File: src/rtl/nway_mem_sched.sv
// Request scheduler for an N-way dual-port memory.
// Clears the memory after reset, then arbitrates one read and one write per cycle.
module nway_mem_sched #(
  parameter int N     = 4,
  parameter int WIDTH = 18,
  parameter int DEPTH = 32,
  parameter int R     = 2,
  localparam int AW   = $clog2(DEPTH),
  localparam int WW   = $clog2(N)
) (
  input  logic                 clk,
  input  logic                 rstn,
  input  logic [R-1:0]         req_valid,
  input  logic [R-1:0]         req_we,
  input  logic [R*WW-1:0]      req_way,
  input  logic [R*AW-1:0]      req_adr,
  input  logic [R*WIDTH-1:0]   req_wdat,
  output logic [R-1:0]         req_ready,
  output logic [R-1:0]         rsp_valid,
  output logic [N*WIDTH-1:0]   rsp_dat,
  output logic                 init_done,
  output logic [N-1:0]         mem_we,
  output logic [AW-1:0]        mem_wad,
  output logic [AW-1:0]        mem_rad,
  output logic [WIDTH-1:0]     mem_wdat,
  input  logic [N*WIDTH-1:0]   mem_rdat
);

  localparam int PW = (R > 1) ? $clog2(R) : 1;

  typedef enum logic {INIT, RUN} state_t;

  state_t             state_q, state_d;
  logic [AW-1:0]      cnt_q;
  logic [PW-1:0]      rptr_q, wptr_q, rptr_d, wptr_d;
  logic [R-1:0]       rv_q, rv_d;
  logic               done_q;
  logic               byp_q;
  logic [WW-1:0]      bway_q;
  logic [WIDTH-1:0]   bdat_q;

  logic               run;
  logic [R-1:0]       rd_req, wr_req;
  logic [PW:0]        rd_pick, wr_pick;
  logic               rd_any, wr_any;
  logic [PW-1:0]      rd_id, wr_id;
  logic [WW-1:0]      wway;
  logic [AW-1:0]      wadr, radr;
  logic [WIDTH-1:0]   wdat;
  logic               way_ok, hit;
  logic [N*WIDTH-1:0] merged;

  // First requester at or after the pointer, modulo R.
  function automatic logic [PW:0] rr_pick(
    input logic [R-1:0]  req,
    input logic [PW-1:0] ptr
  );
    logic [PW:0] res;
    int idx;
    res = '0;
    for (int k = R - 1; k >= 0; k--) begin
      idx = (int'(ptr) + k) % R;
      if (req[idx]) res = {1'b1, idx[PW-1:0]};
    end
    return res;
  endfunction

  function automatic logic [PW-1:0] nxt(input logic [PW-1:0] p);
    return (p == PW'(R - 1)) ? '0 : p + PW'(1);
  endfunction

  assign run     = (state_q == RUN);
  assign rd_req  = req_valid & ~req_we;
  assign wr_req  = req_valid & req_we;
  assign rd_pick = rr_pick(rd_req, rptr_q);
  assign wr_pick = rr_pick(wr_req, wptr_q);
  assign rd_any  = run & rd_pick[PW];
  assign wr_any  = run & wr_pick[PW];
  assign rd_id   = rd_pick[PW-1:0];
  assign wr_id   = wr_pick[PW-1:0];

  assign wway   = req_way[wr_id*WW +: WW];
  assign wadr   = req_adr[wr_id*AW +: AW];
  assign wdat   = req_wdat[wr_id*WIDTH +: WIDTH];
  assign radr   = req_adr[rd_id*AW +: AW];
  assign way_ok = (int'(wway) < N);
  assign hit    = rd_any & wr_any & way_ok & (radr == wadr);

  always_comb begin
    state_d   = state_q;
    rptr_d    = rptr_q;
    wptr_d    = wptr_q;
    rv_d      = '0;
    req_ready = '0;
    mem_we    = '0;
    mem_wad   = '0;
    mem_rad   = '0;
    mem_wdat  = '0;
    unique case (state_q)
      INIT: begin
        mem_we  = '1;
        mem_wad = cnt_q;
        if (cnt_q == AW'(DEPTH - 1)) state_d = RUN;
      end
      RUN: begin
        if (rd_any) begin
          req_ready[rd_id] = 1'b1;
          rv_d[rd_id]      = 1'b1;
          mem_rad          = radr;
          rptr_d           = nxt(rd_id);
        end
        if (wr_any) begin
          req_ready[wr_id] = 1'b1;
          mem_wad          = wadr;
          mem_wdat         = wdat;
          wptr_d           = nxt(wr_id);
          if (way_ok) mem_we = N'(1) << wway;
        end
      end
      default: state_d = INIT;
    endcase
  end

  always_ff @(posedge clk) begin
    if (!rstn) begin
      state_q <= INIT;
      cnt_q   <= '0;
      rptr_q  <= '0;
      wptr_q  <= '0;
      rv_q    <= '0;
      done_q  <= 1'b0;
      byp_q   <= 1'b0;
      bway_q  <= '0;
      bdat_q  <= '0;
    end else begin
      state_q <= state_d;
      cnt_q   <= run ? '0 : cnt_q + AW'(1);
      rptr_q  <= rptr_d;
      wptr_q  <= wptr_d;
      rv_q    <= rv_d;
      done_q  <= (state_d == RUN);
      byp_q   <= hit;
      bway_q  <= wway;
      bdat_q  <= wdat;
    end
  end

  // The memory returns pre-write data on a same-cycle collision.
  always_comb begin
    merged = mem_rdat;
    if (byp_q) merged[bway_q*WIDTH +: WIDTH] = bdat_q;
  end

  assign rsp_valid = rv_q;
  assign rsp_dat   = (|rv_q) ? merged : '0;
  assign init_done = done_q;

endmodule

File: config.mk
export PLATFORM = sky130hd
export DESIGN_NAME = nway_mem_sched
export DESIGN_NICKNAME = d
export VERILOG_FILES = /design/src/rtl/nway_mem_sched.sv
export SDC_FILE = /design/constraint.sdc
export NUM_CORES = 1
export LEC_CHECK = 0
export CORE_MARGIN = 1.5
export CORE_UTILIZATION = 39
export DETAILED_ROUTE_END_ITERATION = 7
export PLACE_DENSITY = 0.89
export SLEW_MARGIN = 10
export SYNTH_ARGS = -nofsm -noshare
export SYNTH_HDL_FRONTEND = slang
export SYNTH_SLANG_ARGS = --single-unit
File: constraint.sdc
create_clock -name clk -period 3.8 [get_ports clk]
set_input_delay 0.57 -clock clk [delete_from_list [all_inputs] [get_ports clk]]
set_output_delay 0.57 -clock clk [all_outputs]
set_load 0.02 [all_outputs]
==> key figures <==
Global route
  – GRT Resource Usage Total: 30.5%
  – Vias in the first global route: 4,149
  – GR Overflow Total: 0
  – Largest net degree at the start of global routing: 41
  – First-pass GRT wire length: 21,200 um
  – Initial antenna violation count: 0

Synth
  – Net Count, Synth: 581
  – Largest cells by area after synthesis: dfxtp_1, mux2i_1, nor2_1, a22oi_1, nand2_1
  – Area leader, netlist: dfxtp_1
  – Yosys top cell area share: 18.7%
  – Synth Flop Type: dfxtp_1
  – Cell count after synthesis: 446
  – Warning count from the yosys run: 0
  – Seq/Total Area, Yosys: 18.7%
  – Synth unique cells: 53
  – Flops & latches, synth: 31
  – Syn Area/Cell: 7.43 um^2
  – Synthesized area: 3310 um^2
  – Number of flops mapped to enable cells by yosys: 0
  – Post-synth ARST share: 0%

Clock network
  – Worst skew pair latency: 0.27 ns
  – Hold-fix buffers, CTS: 0
  – TritonCTS clock tree: done
  – CTS max path bufs: 2
  – Clk root buf: clkbuf_8
  – H-tree levels: 2
  – Sink Count: 31
  – CTS Buf Count: 5
  – Reg clk slew, reported paths: 0.06 ns

STA
  – Fmax: 277 MHz
  – Setup violators final: 0
  – Final Cycle Share: 94.9%
  – RSZ-0062 raised after global routing: no
  – Final min period: 3.61 ns
  – Slew @ Worst Pin: 0.873 ns
  – TNS Setup: 0 ns
  – Worst Clk Skew: 0.00467 ns
  – Max-slew headroom: 41.8%
  – Slew Viols, Final: 0
  – Setup ws final: 0.192 ns
  – Final hold violations: 0

Route
  – Met1 Wirelength: 5450 um
  – Residual DRC: 0
  – Avg WL per Cell: 18.9 um
  – Remaining antenna violation count after routing: 0
  – Initial DRC count: 272
  – Final wirelength: 14,600 um
  – Total number of vias: 4,431
  – Max Used Layer: met4
  – Vias/cell: 5.72
  – Met3 WL: 1400 um
  – TritonRoute pass-1 iters: 5
  – DR WL met2: 7320 um

Critical path
  – CP max stage cell: clkdlybuf4s50_1
  – RR Startpoint: init_done
  – Critical path startpoint category: register
  – Critical path type: reg -> out
  – Critical R2R Capture: rptr_q
  – Levels on crit path: 8
  – CP max FO: 22
  – Critical path, cell by cell: inv_1, ha_1, buf_12, nor2b_1, a32o_1, nand2_1, o311ai_0, clkdlybuf4s50_1
  – Worst EP arrival: 3.04 ns
  – Worst Setup SP: bway_q[0]
  – Worst Setup EP: rsp_dat[22]
  – Critical Path RT: 3.23 ns
  – Worst Path Buf+Inv: 3
  – CP Capture Type: primary output
  – R2R depth: 3
  – Critical path's top delay family: buffers and inverters
  – Crit-path max cell delay: 0.69 ns
  – Worst R2R Setup Slack: 2.26 ns

Cells and area
  – Share of cells above drive strength 1: 7.92%
  – # fillers: 640
  – Area of the multi-input gates: 2490 um^2
  – Reg area: 621 um^2
  – Most common cell after layout, fill and taps aside: clkdlybuf4s50_1
  – Post-Route Utilization: 71.2%
  – N_diodes: 0
  – Area grow syn2layout: 76.7%
  – Fin area: 5850 um^2
  – Final nets: 803
  – Most frequent cells in the layout: clkdlybuf4s50_1, nor2_1, nand2_1

Power and ir drop
  – PwrDens: 181 nW/um^2
  – Switching Share: 30.3%
  – Clock Power Share: 25.7%
  – Leakage: 2.24 nW
  – Final Power: 1.06 mW
  – Internal power: 738 uW
  – VDD IR max: 202 uV
  – Sequential share of power: 34.0%
  – Comb pwr share: 40.3%
  – Switching pwr: 321 uW

Floorplanning
  – Die height: 95.2 um
  – Die Width: 95.2 um
  – Initial core utilization: 40.3%
  – Core Rows: 33
  – I/O pin count: 237
  – Die ar.: 9050 um^2
  – Area of the core: 8220 um^2

Placement
  – Cell Area, Placed: 5750 um^2
  – GP Congestion: 1.00
  – Worst slack, placed: 0.338 ns
  – I/O Buffers: 236
  – Hpwl dp: 11,700 um

Min path
  – Worst min path class: reg -> reg

Run status
  – Run status: completed

Run
  – Max-cap violations: 0
## area by class of cell
type / count / area share, %
Multi-Input combinational cell: 368 / 42.5
Tap cell: 105 / 2.24
Sequential cell: 31 / 10.6
Inverter: 14 / 0.898
Clock buffer: 8 / 1.71
Timing Repair Buffer: 248 / 42.1
## worst reg2reg max path: cells and delay by family (launching register included)
family,cells,cell delay [ns]
AOI/OAI and AO/OA,2,0.51
DFF,1,0.68
and+or+nand+nor,1,0.28
## what timing repair did
item,4_1_cts,5_1_grt
gates resized for setup,0,1
endpoints found under the hold margin,0,0
setup buffers,0,0
setup endpoints to repair,0,4
## synthesized netlist by cell type, drive strengths merged, types with 2 or more instances
cell type   n
a21oi       8
a22o        7
a22oi      30
a2bb2oi     4
a32o        2
a32oi       9
buf        21
clkbuf     12
dfxtp      31
ha          7
inv        14
mux2       13
mux2i      40
mux4        7
nand2      45
nand2b      8
nand3       3
nor2       99
nor2b       5
nor3        6
nor4        4
o211ai      2
o21ai      28
o221ai      2
o22a        2
o22ai       5
o31ai       4
or2         3
or3         6
xnor2       5
xor2        3
## power groups by stage
stage | logic (mW) | registers [mW] | clock network, mW
floorplan | 0.208 | 0.359 | 0
global placement | 0.408 | 0.365 | 0
detailed placement | 0.416 | 0.366 | 0
CTS | 0.419 | 0.359 | 0.274
global route | 0.450 | 0.361 | 0.289
finish | 0.427 | 0.360 | 0.273
## worst min path at each step
stage	from	endpoint	slack, ns	cells past startpoint
final	rptr_q	rptr_q	0.47	2
after global routing	rptr_q	rptr_q	0.52	2
after CTS	rptr_q	rptr_q	0.48	2
after detailed placement	cnt_q[0]	cnt_q[0]	0.47	1
after global placement	cnt_q[0]	cnt_q[0]	0.44	1
after floorplan	cnt_q[0]	cnt_q[0]	0.43	1
## through the flow
step	instances	hold slack (ns)
3_3_place_gp	766	0.443
5_1_grt	774	0.522
4_1_cts	774	0.479
6_report	774	0.472
3_5_place_dp	766	0.466
2_1_floorplan	446	0.430
## registers in the layout, summed over array words and instances, names as in the netlist
register and cells:
rsp_valid 2, init_done 1, bdat_q 18, rptr_q 1
bway_q 2, cnt_q 5, wptr_q 1, byp_q 1
## routing by layer
layer,track usage [%],up-vias
li1,-,2053
met1,35.3,2041
met2,53.6,294
met3,7.42,43
met4,12.3,0
met5,0,-
## kinds of logic after synthesis
kind of cell / Yosys count / synth area share [%]
and+or+nand+nor: 185 / 25.4
muxes: 60 / 21.3
buffers and inverters: 47 / 6.88
adders and majority gates: 7 / 2.64
AOI/OAI and AO/OA: 108 / 23.0
xor gates and xnor gates: 8 / 2.12
DFF: 31 / 18.7
Power figures use the tool's default switching activity.
==> patch, RTL diff (same flow settings) <==
`bdat_q` no longer has a reset.
--- a/src/rtl/nway_mem_sched.sv
+++ b/src/rtl/nway_mem_sched.sv
@@ -131,7 +131,6 @@
       done_q  <= 1'b0;
       byp_q   <= 1'b0;
       bway_q  <= '0;
-      bdat_q  <= '0;
     end else begin
       state_q <= state_d;
       cnt_q   <= run ? '0 : cnt_q + AW'(1);
@@ -141,8 +140,11 @@
       done_q  <= (state_d == RUN);
       byp_q   <= hit;
       bway_q  <= wway;
-      bdat_q  <= wdat;
     end
+  end
+
+  always_ff @(posedge clk) begin
+    bdat_q <= wdat;
   end
 
   // The memory returns pre-write data on a same-cycle collision.
Behaviour: same outputs for any inputs over 10 cycles, from zero or initial values and one cycle with rstn low; that may be too few to reach the edited logic, so the function may still have changed.
==> patch against the original RTL <==
Synthesized area fell by 3.8%. Sequential cell count stayed put. Cell area is 2.1% lower. Wire length shrank 3.5%. Power down 0.83%. Core utilization increased by 2.2 points. Sequential share of layout area up 0.22 points. Setup slack lost 0.098 ns. Largest cell class is now non-clock buffers. Highest routed layer unchanged.
==> patch: results (changes against the original RTL) <==
| Metric | Value |
|---|---|
| Vias in the first global route | `4079 (was 4149)` |
| Unique masters post-synth | `49 (was 53)` |
| Metal3 WL | `1240 um (was 1400 um)` |
| Share of layout cells above drive strength 1 | `0.0922 (was 0.0792)` |
| HPWL after DPL | `11300 um (was 11700 um)` |
| Fraction of area in multi-input gates | `0.415 (was 0.425)` |
| WL final | `14100 um (was 14600 um)` |
| Critical path's largest stage delay | `0.64 ns (was 0.69 ns)` |
| Met2 usage | `0.542 (was 0.536)` |
| Worst R2R End | `bway_q[1]$_SDFF_PN0_ (was rptr_q$_SDFFE_PN0P_)` |
| Area delta synth->final | `79.9% (was 76.7%)` |
| FF-to-FF Start | `wptr_q$_SDFFE_PN0P_ (was init_done$_SDFF_PN0_)` |
| Commonest cells post-synth | `nor2_1 (74), a22oi_1 (43), mux2i_1 (37), dfxtp_1 (31), nor2b_1 (25) (was nor2_1 (98), nand2_1 (44), mux2i_1 (40), dfxtp_1 (31), a22oi_1 (30))` |
| Post-Route Skew | `0.00581 ns (was 0.00467 ns)` |
| Fill cells | `627 (was 640)` |
| Data buffer area share | `0.431 (was 0.421)` |
| Top post-synthesis cells by area | `dfxtp_1 (19%), mux2i_1 (12%), a22oi_1 (10%) (was dfxtp_1 (19%), mux2i_1 (12%), nor2_1 (11%))` |
| Inverters | `12 (was 14)` |
| Status | `finished clean (unchanged)` |
| Sequential share of the synthesized area | `0.195 (was 0.187)` |
| Worst-skew pair later-pin latency | `0.27 ns (about the same)` |
| Hold endpoint | `cnt_q[0]$_SDFF_PP0_ (was rptr_q$_SDFFE_PN0P_)` |
| Num sequential | `31 (unchanged)` |
| Hold WS | `0.467 ns (was 0.472 ns)` |
| Power consumption | `1050 uW (was 1060 uW)` |
| Placed cells | `735 (was 766)` |
| Met2 routed WL | `6980 um (was 7320 um)` |
| Avg Synthesized Cell Area | `7.64 um^2 (was 7.43 um^2)` |
| Worst reg2reg path depth | `5 (was 3)` |
| Final-layout clock buffer total | `6 (was 8)` |
| Syn Nets | `552 (was 581)` |
| Crit Path Max Fanout | `11 (was 22)` |
| Metal-1 WL | `5320 um (was 5450 um)` |
| Worst R2R Setup Slack | `2.33 ns (was 2.26 ns)` |
| Antenna violations before repair | `0 (unchanged)` |
| Multi-input gate count | `341 (was 368)` |
| Min-delay src | `cnt_q[0]$_SDFF_PP0_ (was rptr_q$_SDFFE_PN0P_)` |
| Global Route Usage Sum | `0.306 (was 0.305)` |
| 1st-iter DRT viols | `296 (was 272)` |
| Min-Delay Path Depth | `1 (was 2)` |
| Die ar. | `8720 um^2 (was 9050 um^2)` |
| Clock network share of area | `0.0153 (was 0.0171)` |
| Fin crit period | `3.71 ns (was 3.61 ns)` |
| Worst EP arrival | `3.14 ns (was 3.04 ns)` |
| Largest net degree at the start of global routing | `54 (was 41)` |
| First-pass GRT wire length | `20800 um (was 21200 um)` |
| Final nets | `775 (was 803)` |
| Met3 usage | `0.0528 (was 0.0742)` |
| Placed Area | `5630 um^2 (was 5750 um^2)` |
[patch: cell families (layout without fill, tap and decap cells)]
logic type	count (synthesis)	after routing	synth area share
buffers and inverters	45	268	0.0644
XOR/XNOR	8	8	0.0220
multiplexers	61	61	0.205
AND/OR/NAND/NOR	160	160	0.249
flip-flops	31	31	0.195
adder cells (fa/ha/maj)	7	7	0.0275
AO/OA/AOI/OAI	105	105	0.238
[patch: worst reg2reg max path, delay by kind of cell, from the launching register on]
family	cells	cell delay, ns
buf+inv	2	0.44
mux	1	0.33
flops	1	0.32
compound gates	1	0.19
simple gates	1	0.07
[patch: worst max path at each step]
stage / from / endpoint
floorplan: bway_q[0]$_SDFF_PN0_ / rsp_dat[54]
CTS: bway_q[1]$_SDFF_PN0_ / rsp_dat[19]
global route: bway_q[1]$_SDFF_PN0_ / rsp_dat[19]
detailed placement: req_we[0] / mem_wdat[10]
global placement: req_we[0] / mem_we[0]
finish: bway_q[1]$_SDFF_PN0_ / rsp_dat[19]
